## src/rtl/touch_key_events.sv

```systemverilog
// ---------------------------------------------------------------------------
// touch_key_events: debounced single-cycle key events with hold-to-repeat,
// feeding a saturating running total.   Rev 1.0
// ---------------------------------------------------------------------------
`default_nettype none

module touch_key_events #(
  parameter int DEB_SAMPLES   = 4,
  parameter int REPEAT_DELAY  = 32,
  parameter int REPEAT_PERIOD = 8,
  parameter int SUM_W         = 14,
  parameter int MAX_TOTAL     = 9999
) (
  input  logic             clk,
  input  logic             reset,
  input  logic             sample_stb,
  input  logic             t_five,
  input  logic             t_ten,
  input  logic             t_f_teen,
  input  logic             clear,
  output logic             key_valid,
  output logic [1:0]       key_code,
  output logic [SUM_W-1:0] total,
  output logic             saturated
);

  typedef enum logic [2:0] {
    S_IDLE     = 3'd0,
    S_DEBOUNCE = 3'd1,
    S_PRESSED  = 3'd2,
    S_REPEAT   = 3'd3,
    S_RELEASE  = 3'd4
  } state_t;

  localparam logic [3:0]     c_deb    = 4'(DEB_SAMPLES);
  localparam logic [7:0]     c_delay  = 8'(REPEAT_DELAY);
  localparam logic [7:0]     c_period = 8'(REPEAT_PERIOD);
  localparam logic [SUM_W:0] c_max    = (SUM_W+1)'(MAX_TOTAL);

  state_t           state_q, state_d;
  logic [3:0]       cnt_q, cnt_d;
  logic [7:0]       hold_q, hold_d;
  logic [1:0]       cand_q, cand_d;
  logic             key_valid_q;
  logic [1:0]       key_code_q;
  logic [SUM_W-1:0] total_q, total_d;
  logic             saturated_q, saturated_d;

  logic [1:0]       code;
  logic             emit;
  logic [3:0]       cnt_inc;
  logic [7:0]       hold_inc;
  logic [7:0]       hold_lim;
  logic [3:0]       step;
  logic [SUM_W:0]   sum;
  logic [SUM_W:0]   capped;

  // Ambiguous samples (none or several keys) collapse to code 0.
  always_comb begin
    code = 2'd0;
    unique case ({t_f_teen, t_ten, t_five})
      3'b001:  code = 2'd1;
      3'b010:  code = 2'd2;
      3'b100:  code = 2'd3;
      default: code = 2'd0;
    endcase
  end

  assign cnt_inc  = cnt_q + 4'd1;
  assign hold_inc = hold_q + 8'd1;
  assign hold_lim = (state_q == S_PRESSED) ? c_delay : c_period;

  always_comb begin
    state_d = state_q;
    cnt_d   = cnt_q;
    hold_d  = hold_q;
    cand_d  = cand_q;
    emit    = 1'b0;
    if (sample_stb) begin
      case (state_q)
        S_IDLE: begin
          if (code != 2'd0) begin
            cand_d = code;
            cnt_d  = 4'd1;
            if (c_deb == 4'd1) begin
              emit    = 1'b1;
              hold_d  = 8'd0;
              state_d = S_PRESSED;
            end else begin
              state_d = S_DEBOUNCE;
            end
          end
        end
        S_DEBOUNCE: begin
          if (code == cand_q) begin
            cnt_d = cnt_inc;
            if (cnt_inc == c_deb) begin
              emit    = 1'b1;
              hold_d  = 8'd0;
              state_d = S_PRESSED;
            end
          end else if (code == 2'd0) begin
            state_d = S_IDLE;
          end else begin
            cand_d = code;
            cnt_d  = 4'd1;
          end
        end
        S_PRESSED, S_REPEAT: begin
          if (code == cand_q) begin
            hold_d = hold_inc;
            if (hold_inc == hold_lim) begin
              emit    = 1'b1;
              hold_d  = 8'd0;
              state_d = S_REPEAT;
            end
          end else begin
            // A single-sample release filter is already satisfied here.
            cnt_d   = (code == 2'd0) ? 4'd1 : 4'd0;
            state_d = (code == 2'd0 && c_deb == 4'd1) ? S_IDLE : S_RELEASE;
          end
        end
        S_RELEASE: begin
          if (code == 2'd0) begin
            cnt_d = cnt_inc;
            if (cnt_inc == c_deb) state_d = S_IDLE;
          end else if (code == cand_q) begin
            hold_d  = 8'd0;
            state_d = S_PRESSED;
          end else begin
            cnt_d = 4'd0;
          end
        end
        default: state_d = S_IDLE;
      endcase
    end
  end

  always_comb begin
    step = 4'd0;
    case (cand_d)
      2'd1:    step = 4'd5;
      2'd2:    step = 4'd10;
      2'd3:    step = 4'd15;
      default: step = 4'd0;
    endcase
  end

  assign sum    = {1'b0, total_q} + (SUM_W+1)'(step);
  assign capped = (sum > c_max) ? c_max : sum;

  always_comb begin
    total_d     = total_q;
    saturated_d = saturated_q;
    if (clear) begin
      total_d     = '0;
      saturated_d = 1'b0;
    end else if (emit) begin
      total_d     = capped[SUM_W-1:0];
      saturated_d = (capped == c_max);
    end
  end

  always_ff @(posedge clk) begin
    if (!reset) begin
      state_q     <= S_IDLE;
      cnt_q       <= 4'd0;
      hold_q      <= 8'd0;
      cand_q      <= 2'd0;
      key_valid_q <= 1'b0;
      key_code_q  <= 2'd0;
      total_q     <= '0;
      saturated_q <= 1'b0;
    end else begin
      state_q     <= state_d;
      cnt_q       <= cnt_d;
      hold_q      <= hold_d;
      cand_q      <= cand_d;
      key_valid_q <= emit;
      key_code_q  <= emit ? cand_d : 2'd0;
      total_q     <= total_d;
      saturated_q <= saturated_d;
    end
  end

  assign key_valid = key_valid_q;
  assign key_code  = key_code_q;
  assign total     = total_q;
  assign saturated = saturated_q;

endmodule

`default_nettype wire
```

## config.mk

```make
export PLATFORM = sky130hd
export DESIGN_NAME = touch_key_events
export DESIGN_NICKNAME = d
export VERILOG_FILES = /design/src/rtl/touch_key_events.sv
export SDC_FILE = /design/constraint.sdc
export NUM_CORES = 1
export LEC_CHECK = 0
export ABC_AREA = 1
export BUFFER_PORTS_ARGS = -buffer_cell sky130_fd_sc_hd__buf_2
export CORE_MARGIN = 3
export CORE_UTILIZATION = 31
export CTS_BUF_LIST = sky130_fd_sc_hd__clkbuf_4
export DETAILED_ROUTE_END_ITERATION = 12
export GPL_TIMING_DRIVEN = 0
export PLACE_DENSITY = 0.53
export SLEW_MARGIN = 20
export SYNTH_ARGS = -nofsm -noshare
export SYNTH_HDL_FRONTEND = slang
export SYNTH_SLANG_ARGS = --single-unit
```

## constraint.sdc

```tcl
create_clock -name clk -period 4.1 [get_ports clk]
set_clock_uncertainty 0.15 [all_clocks]
set_input_delay 0.205 -clock clk [delete_from_list [all_inputs] [get_ports clk]]
set_output_delay 0.205 -clock clk [all_outputs]
set_load 0.005 [all_outputs]
```

# ---- Word level (Yosys, flattened, before mapping)
# Cells that the tools add are included.
dict set report word_totals {
  reg_bits 35
  in_bits 7
  output_inout_bits 18
  wordCells 92
}
dict set report op_classes {
  add_sub_neg 3
  n_lt_le_gt_ge 1
  n_eq_ne 28
  n_mux 40
  bitwise_logic 1
  reduce_logical 11
}
# cell count
set ops {}
lappend ops {{2-to-1 mux 8 bit} 6}
lappend ops {{2-to-1 mux 3 bit} 9}
lappend ops {{2-to-1 mux 4 bit} 6}
lappend ops {{one-hot mux 8 bit (3 select lines)} 1}
lappend ops {{!= test 3 bit (second input constant)} 7}
lappend ops {{one-hot mux 4 bit (4 select lines)} 1}
lappend ops {{adder 14 x 4 -> 15 bit} 1}
lappend ops {{== test 15 x 14 -> 1 bit (second input constant)} 1}
lappend ops {{greater-than comparator 15 x 14 -> 1 bit (second input constant)} 1}
lappend ops {{2-to-1 mux 15 bit} 1}
lappend ops {{!= test 2 bit (second input constant)} 7}
lappend ops {{AND reduction 7 bit} 2}
lappend ops {{one-hot mux 3 bit (4 select lines)} 1}
lappend ops {{one-hot mux 4 bit (3 select lines)} 1}
lappend ops {{== test 3 x 2 -> 1 bit (second input constant)} 3}
lappend ops {{adder 8 x 1 -> 8 bit (second input constant)} 1}
lappend ops {{== test 8 x 6 -> 1 bit} 1}
lappend ops {{2-to-1 mux 2 bit} 4}
lappend ops {{== test 3 x 1 -> 1 bit (second input constant)} 2}
lappend ops {{== test 3 bit (second input constant)} 2}
lappend ops {{2-to-1 mux 1 bit} 6}
lappend ops {{2-to-1 mux 6 bit} 1}
lappend ops {{one-hot mux 2 bit (3 select lines)} 1}
lappend ops {{AND reduction 6 bit} 1}
lappend ops {{other kinds (15)} 17}

# ---- Logic depth before layout (Yosys ltp)
dict set report logic_depth {
  word_depth 13
  mapped_depth 26
  mapped_depth_nobuf 26
}

# ---- Least setup slack after synthesis
# No wires, ideal clock.
dict set report synth_path {
  path_type {reg2reg}
  from {register state_q[2]}
  to {register total_q[0] (netlist: total[0])}
  arrival_time_ps 2430
  required_ps 3837
  slack_ps 1407
  stages_incl_launch_ff 21
  n_path_buf 0
  period_less_slack_ps 2693
  path_cell_list {dfxtp_1 > nor3_4 > nand2_2 > a22oi_1 > ha_1 > ha_1 > inv_1 > nand2_2 > nand2_1 > nand2_2 > nand2_2 > nor2_1 > nor2_1 > nor2_1 > nand2_1 > nand2_1 > nand2_1 > nand2_4 > nand3_4 > o21ai_1 > inv_1}
}
dict set report synth_via {
  elab_chain_cells 8
}
# item line
set synth_rtl {}
lappend synth_rtl {{start: declaration} 40} ;# state_t state_q, state_d;
lappend synth_rtl {{start signal: assignment} 175} ;# state_q <= state_d;
lappend synth_rtl {{== test 3 x 1 -> 1 bit / logical NOT 3 bit (equally long branches)} 80} ;# case (state_q)
lappend synth_rtl {{one-hot mux 2 bit (2 select lines) (*)} 80}
lappend synth_rtl {{2-to-1 mux 2 bit (*)} 79} ;# if (sample_stb) begin
lappend synth_rtl {{named net cand_d[0]} 43} ;# logic [1:0] cand_q, cand_d;
lappend synth_rtl {{== test 2 bit / == test 2 x 1 -> 1 bit (equally long branches)} 141} ;# case (cand_d)
lappend synth_rtl {{one-hot mux 4 bit (3 select lines) (*)} 141}
lappend synth_rtl {{adder 14 x 4 -> 15 bit (*)} 149} ;# assign sum = {1'b0, total_q} + (SUM_W+1)'(step);
lappend synth_rtl {{greater-than comparator 15 x 14 -> 1 bit} 150} ;# assign capped = (sum > c_max) ? c_max : sum;
lappend synth_rtl {{2-to-1 mux 15 bit (*)} 150}
lappend synth_rtl {{end signal: assignment} 181} ;# total_q <= total_d;
lappend synth_rtl {{end: declaration} 46} ;# logic [SUM_W-1:0] total_q, total_d;
# Mark *: on every way through the listed nets, which the timed path passes. The rest lies on a longest branch.
# A chain may end at the register's enable or synchronous reset.

# ---- Worst setup path after layout
dict set report layout_path {
  from {register state_q[2]}
  to {register total_q[1] (netlist: total[1])}
}
# The elaborated chain is that of the path after synthesis.

==> run_summary.xml <==
<?xml version="1.0" encoding="UTF-8"?>
<metrics>
  <group name="floorplanning">
    <metric name="die_x" unit="um">95.67</metric>
    <metric name="start_util" unit="%">32.09</metric>
    <metric name="io-pin-count" unit="">25</metric>
    <metric name="core" unit="sq um">7767</metric>
    <metric name="fp.dieArea" unit="sq um">9152</metric>
    <metric name="num_rows" unit="">32</metric>
    <metric name="die_h" unit="um">95.67</metric>
  </group>
  <group name="timing">
    <metric name="post_route_worst_setup_slack" unit="ns">0.8488</metric>
    <metric name="timing.max_slew.rel_slack" unit="%">59.65</metric>
    <metric name="min_period_over_period" unit="%">79.30</metric>
    <metric name="finalWorstPathRequiredPeriod" unit="ns">3.251</metric>
    <metric name="final_hold_slack" unit="ns">0.2110</metric>
    <metric name="hold_viol_final" unit="">0</metric>
    <metric name="setup_viol" unit="">0</metric>
    <metric name="worstMarginPinSlew" unit="ns">0.6006</metric>
    <metric name="setup_total_negative_slack" unit="ns">0</metric>
    <metric name="drv_slew" unit="">0</metric>
    <metric name="achievable-frequency" unit="MHz">307.6</metric>
    <metric name="grt_setup_unrepaired" unit="">no</metric>
  </group>
  <group name="cells_and_area">
    <metric name="postLayoutCoreUtil" unit="%">36.28</metric>
    <metric name="final.fill_count" unit="">915</metric>
    <metric name="areaGrowthSynthToFinish" unit="%">13.05</metric>
    <metric name="top_library_cells_by_usage_in_the_layout_fill_and_taps_aside" unit="">sky130_fd_sc_hd__nand2_1, sky130_fd_sc_hd__inv_1, sky130_fd_sc_hd__nor2_1</metric>
    <metric name="antenna_cells_inserted" unit="">0</metric>
    <metric name="layout-drive-gt1-share" unit="%">14.86</metric>
    <metric name="multi_input_area" unit="sq um">1543</metric>
    <metric name="ff_latch_area" unit="sq um">700.7</metric>
    <metric name="final_common_cell" unit="">sky130_fd_sc_hd__nand2_1</metric>
    <metric name="nNetsFinal" unit="">436</metric>
  </group>
  <group name="synth">
    <metric name="ys_seq_elements" unit="">35</metric>
    <metric name="synth_top_cell_by_area" unit="">sky130_fd_sc_hd__dfxtp_1</metric>
    <metric name="synth_top_flop_cell" unit="">sky130_fd_sc_hd__dfxtp_1</metric>
    <metric name="post-synth-top-area-fraction" unit="%">28.11</metric>
    <metric name="post_synth_xor_area_fraction" unit="%">3.163</metric>
    <metric name="yosys-mux-area-fraction" unit="%">0</metric>
    <metric name="synth-adder-area-share" unit="%">3.012</metric>
    <metric name="syn-cell-area" unit="sq um">2492</metric>
    <metric name="synth_compound_gate_area_share" unit="%">13.50</metric>
    <metric name="synth-simple-area-share" unit="%">42.22</metric>
    <metric name="async_flop_share" unit="%">0</metric>
    <metric name="synth_warnings" unit="">0</metric>
    <metric name="ys_seq_area_share" unit="%">28.11</metric>
    <metric name="dominant_cells_by_area_after_synthesis" unit="">sky130_fd_sc_hd__dfxtp_1, sky130_fd_sc_hd__nand2_1, sky130_fd_sc_hd__inv_1, sky130_fd_sc_hd__nor2_1, sky130_fd_sc_hd__nand3_1</metric>
    <metric name="syn_inst" unit="">390</metric>
    <metric name="synth_cell_type_count" unit="">36</metric>
    <metric name="synthesis.nets" unit="">403</metric>
    <metric name="synth_edf_count" unit="">0</metric>
    <metric name="dominant_combinational_cell_family_by_area_after_synthesis" unit="">simple AND/OR/NAND/NOR gates</metric>
    <metric name="mean_instance_size_in_the_synthesized_netlist" unit="sq um">6.391</metric>
  </group>
  <group name="place">
    <metric name="place.gp.congestion" unit="">0.8579</metric>
    <metric name="pre_cts_ws" unit="ns">0.8559</metric>
    <metric name="post-dp-hpwl" unit="um">5060</metric>
    <metric name="i_o_buffers" unit="">24</metric>
  </group>
  <group name="clock_tree">
    <metric name="clock_sink_count" unit="">35</metric>
    <metric name="clock_tree_from_tritoncts" unit="">built</metric>
    <metric name="cts-htree-levels" unit="">2</metric>
    <metric name="cts.path.max_buffers" unit="">2</metric>
    <metric name="worstSkewPairLatency" unit="ns">0.34</metric>
    <metric name="cts-buffers-inserted" unit="">5</metric>
    <metric name="clock_transition_at_the_register_clock_pins_on_the_worst_setup_and_hold_paths_after_cts" unit="ns">0.11</metric>
    <metric name="cts_root_buffer" unit="">sky130_fd_sc_hd__clkbuf_4</metric>
  </group>
  <group name="global_routing">
    <metric name="number_of_antenna_violations_at_the_first_check_in_global_routing" unit="">0</metric>
    <metric name="grt_pass1_wl" unit="um">10780</metric>
    <metric name="grt_start_max_net_pins" unit="">12</metric>
    <metric name="grt_util_all_layers" unit="%">15.02</metric>
    <metric name="global_route.overflow_total" unit="">0</metric>
    <metric name="grt_pass1_vias" unit="">2409</metric>
  </group>
  <group name="worst_setup_path">
    <metric name="r2r_slack" unit="ns">0.85</metric>
    <metric name="rr_startpoint" unit="">state_q[2]$_SDFFE_PN0P_</metric>
    <metric name="worstSetupPathType" unit="">reg2reg</metric>
    <metric name="worstReg2RegEnd" unit="">total[1]$_SDFFE_PP0P_</metric>
    <metric name="required" unit="ns">4.24</metric>
    <metric name="number_of_cell_instances_on_the_worst_register_to_register_path" unit="">15</metric>
    <metric name="crit_path_dat" unit="ns">3.39</metric>
    <metric name="critical_path_peak_fanout" unit="">8</metric>
    <metric name="endpoint_type_of_the_worst_setup_path" unit="">register</metric>
    <metric name="start_kind" unit="">register</metric>
  </group>
  <group name="job">
    <metric name="max_cap_viol_count" unit="">0</metric>
  </group>
  <group name="routing">
    <metric name="post_drt_via_cell_ratio" unit="">4.924</metric>
    <metric name="route.vias.total" unit="">2590</metric>
    <metric name="ant_nets" unit="">0</metric>
    <metric name="firstDrtPassIters" unit="">4</metric>
    <metric name="drt_wl_total" unit="um">6431</metric>
    <metric name="dr.first_iter.drc_count" unit="">80</metric>
    <metric name="routedWlPerCell" unit="um">12.23</metric>
    <metric name="route.detailed.drc" unit="">0</metric>
  </group>
  <group name="power">
    <metric name="power_frac_seq" unit="%">49.2</metric>
    <metric name="clock_power_share" unit="%">25.7</metric>
    <metric name="power_per_cell_area" unit="nW/um^2">274.5</metric>
    <metric name="share_comb_of_total_power" unit="%">25.1</metric>
    <metric name="max-vdd-ir-drop" unit="mV">0.08997</metric>
    <metric name="p_leak" unit="nW">1.314</metric>
    <metric name="cell_internal_pwr" unit="W">0.0004983</metric>
    <metric name="power_switching_share" unit="%">35.58</metric>
    <metric name="net_switching_power" unit="W">0.0002752</metric>
  </group>
  <group name="min_path">
    <metric name="worst_hold_path.endpoint" unit="">cand_q[1]$_SDFF_PN0_</metric>
    <metric name="min-delay-start" unit="">t_f_teen</metric>
    <metric name="whs_path_depth" unit="">5</metric>
    <metric name="worstHoldPathType" unit="">in2reg</metric>
  </group>
  <group name="run_status">
    <metric name="run_status" unit="">completed</metric>
  </group>
</metrics>
==> power groups by stage <==
stage          clock network (W)  logic (W)  registers (W)
6_report                0.000199   0.000194       0.000380
5_1_grt                 0.000231   0.000225       0.000384
4_1_cts                 0.000213   0.000194       0.000381
3_5_place_dp                   0   0.000193       0.000389
3_3_place_gp                   0   0.000191       0.000389
2_1_floorplan                  0   0.000150       0.000384
==> cells in the mapped netlist (2+ instances only) <==
cell,count
sky130_fd_sc_hd__nand2_1,73
sky130_fd_sc_hd__inv_1,56
sky130_fd_sc_hd__nor2_1,51
sky130_fd_sc_hd__nand3_1,38
sky130_fd_sc_hd__dfxtp_1,35
sky130_fd_sc_hd__a21oi_1,28
sky130_fd_sc_hd__o21ai_0,16
sky130_fd_sc_hd__nand4_1,11
sky130_fd_sc_hd__nand2_2,9
sky130_fd_sc_hd__nor3_1,8
sky130_fd_sc_hd__o21ai_1,8
sky130_fd_sc_hd__xor2_1,7
sky130_fd_sc_hd__ha_1,6
sky130_fd_sc_hd__inv_2,5
sky130_fd_sc_hd__clkbuf_1,4
sky130_fd_sc_hd__nand2_4,4
sky130_fd_sc_hd__nand3_2,3
sky130_fd_sc_hd__nand3_4,3
sky130_fd_sc_hd__nand3b_1,3
sky130_fd_sc_hd__a211oi_1,2
sky130_fd_sc_hd__nor2_2,2
sky130_fd_sc_hd__nor4_1,2
sky130_fd_sc_hd__or2_2,2
sky130_fd_sc_hd__xnor2_1,2
==> worst max-delay path, stage by stage (launching register included) <==
cell and delay [ns]:
sky130_fd_sc_hd__dfxtp_1 0.40, sky130_fd_sc_hd__nor3_4 0.29, sky130_fd_sc_hd__nand2_2 0.11, sky130_fd_sc_hd__a22oi_1 0.28
sky130_fd_sc_hd__ha_1 0.32, sky130_fd_sc_hd__ha_1 0.17, sky130_fd_sc_hd__inv_1 0.04, sky130_fd_sc_hd__nand2_2 0.09
sky130_fd_sc_hd__nand2_1 0.07, sky130_fd_sc_hd__nand2_2 0.12, sky130_fd_sc_hd__nand4_1 0.12, sky130_fd_sc_hd__nor2_1 0.17
sky130_fd_sc_hd__nand4_1 0.41, sky130_fd_sc_hd__nand3_4 0.30, sky130_fd_sc_hd__o21ai_1 0.10, sky130_fd_sc_hd__inv_1 0.06
==> repair_timing <==
item / 4_1_cts / 5_1_grt
buffers inserted: 0 / 0
hold buffers: 1 / 1
hold endpoints to repair: 2 / 1
resized for setup: 0 / 0
==> through the flow <==
stage | cells | power, W | instance area [sq um]
6_report | 526 | 0.0007735 | 2818
5_1_grt | 526 | 0.0008403 | 2818
4_1_cts | 525 | 0.0007886 | 2808
3_5_place_dp | 516 | 0.0005817 | 2740
3_3_place_gp | 516 | 0.0005800 | 2740
2_1_floorplan | 390 | 0.0005347 | 2492
==> state kept, by name, summed over array words and instances (netlist names) <==
register and count:
key_code 2, saturated 1, hold_q 8, total 14, key_valid 1, state_q 3, cnt_q 4, cand_q 2
==> worst max-delay path by stage <==
stage | from | to | slack [ns] | cells after the start
floorplan | state_q[2]$_SDFFE_PN0P_ | total[0]$_SDFFE_PP0P_ | 1.41 | 20
global placement | state_q[2]$_SDFFE_PN0P_ | total[10]$_SDFFE_PP0P_ | 0.87 | 20
detailed placement | t_ten | total[1]$_SDFFE_PP0P_ | 0.86 | 23
CTS | state_q[2]$_SDFFE_PN0P_ | total[1]$_SDFFE_PP0P_ | 0.84 | 20
global route | state_q[2]$_SDFFE_PN0P_ | total[8]$_SDFFE_PP0P_ | 0.59 | 20
finish | state_q[2]$_SDFFE_PN0P_ | total[1]$_SDFFE_PP0P_ | 0.85 | 15
==> per-layer routing <==
metal | vias to the layer above | track usage (%) | wire length [um]
li1 | 1341 | - | -
met2 | 41 | 25.54 | 3095
met1 | 1201 | 18.97 | 3060
met4 | 0 | 4.739 | 67
met5 | - | 0 | 0
met3 | 7 | 2.999 | 209
==> cells by family after synthesis <==
kind of cell    after synthesis
flops                        35
compound gates               62
buf+inv                      66
simple gates                212
xor+xnor                      9
fa+ha+maj                     6
==> final cells by class <==
cell class | instances | area share [%]
repair buffers | 26 | 4.973
clock inverters | 2 | 0.4441
flip-flops and latches | 35 | 24.87
multi-input cells | 289 | 54.75
plain buffers | 5 | 0.7105
well taps | 102 | 4.529
inverters | 61 | 8.126
clock buffers | 6 | 1.599
Power figures use the tool's default switching activity.
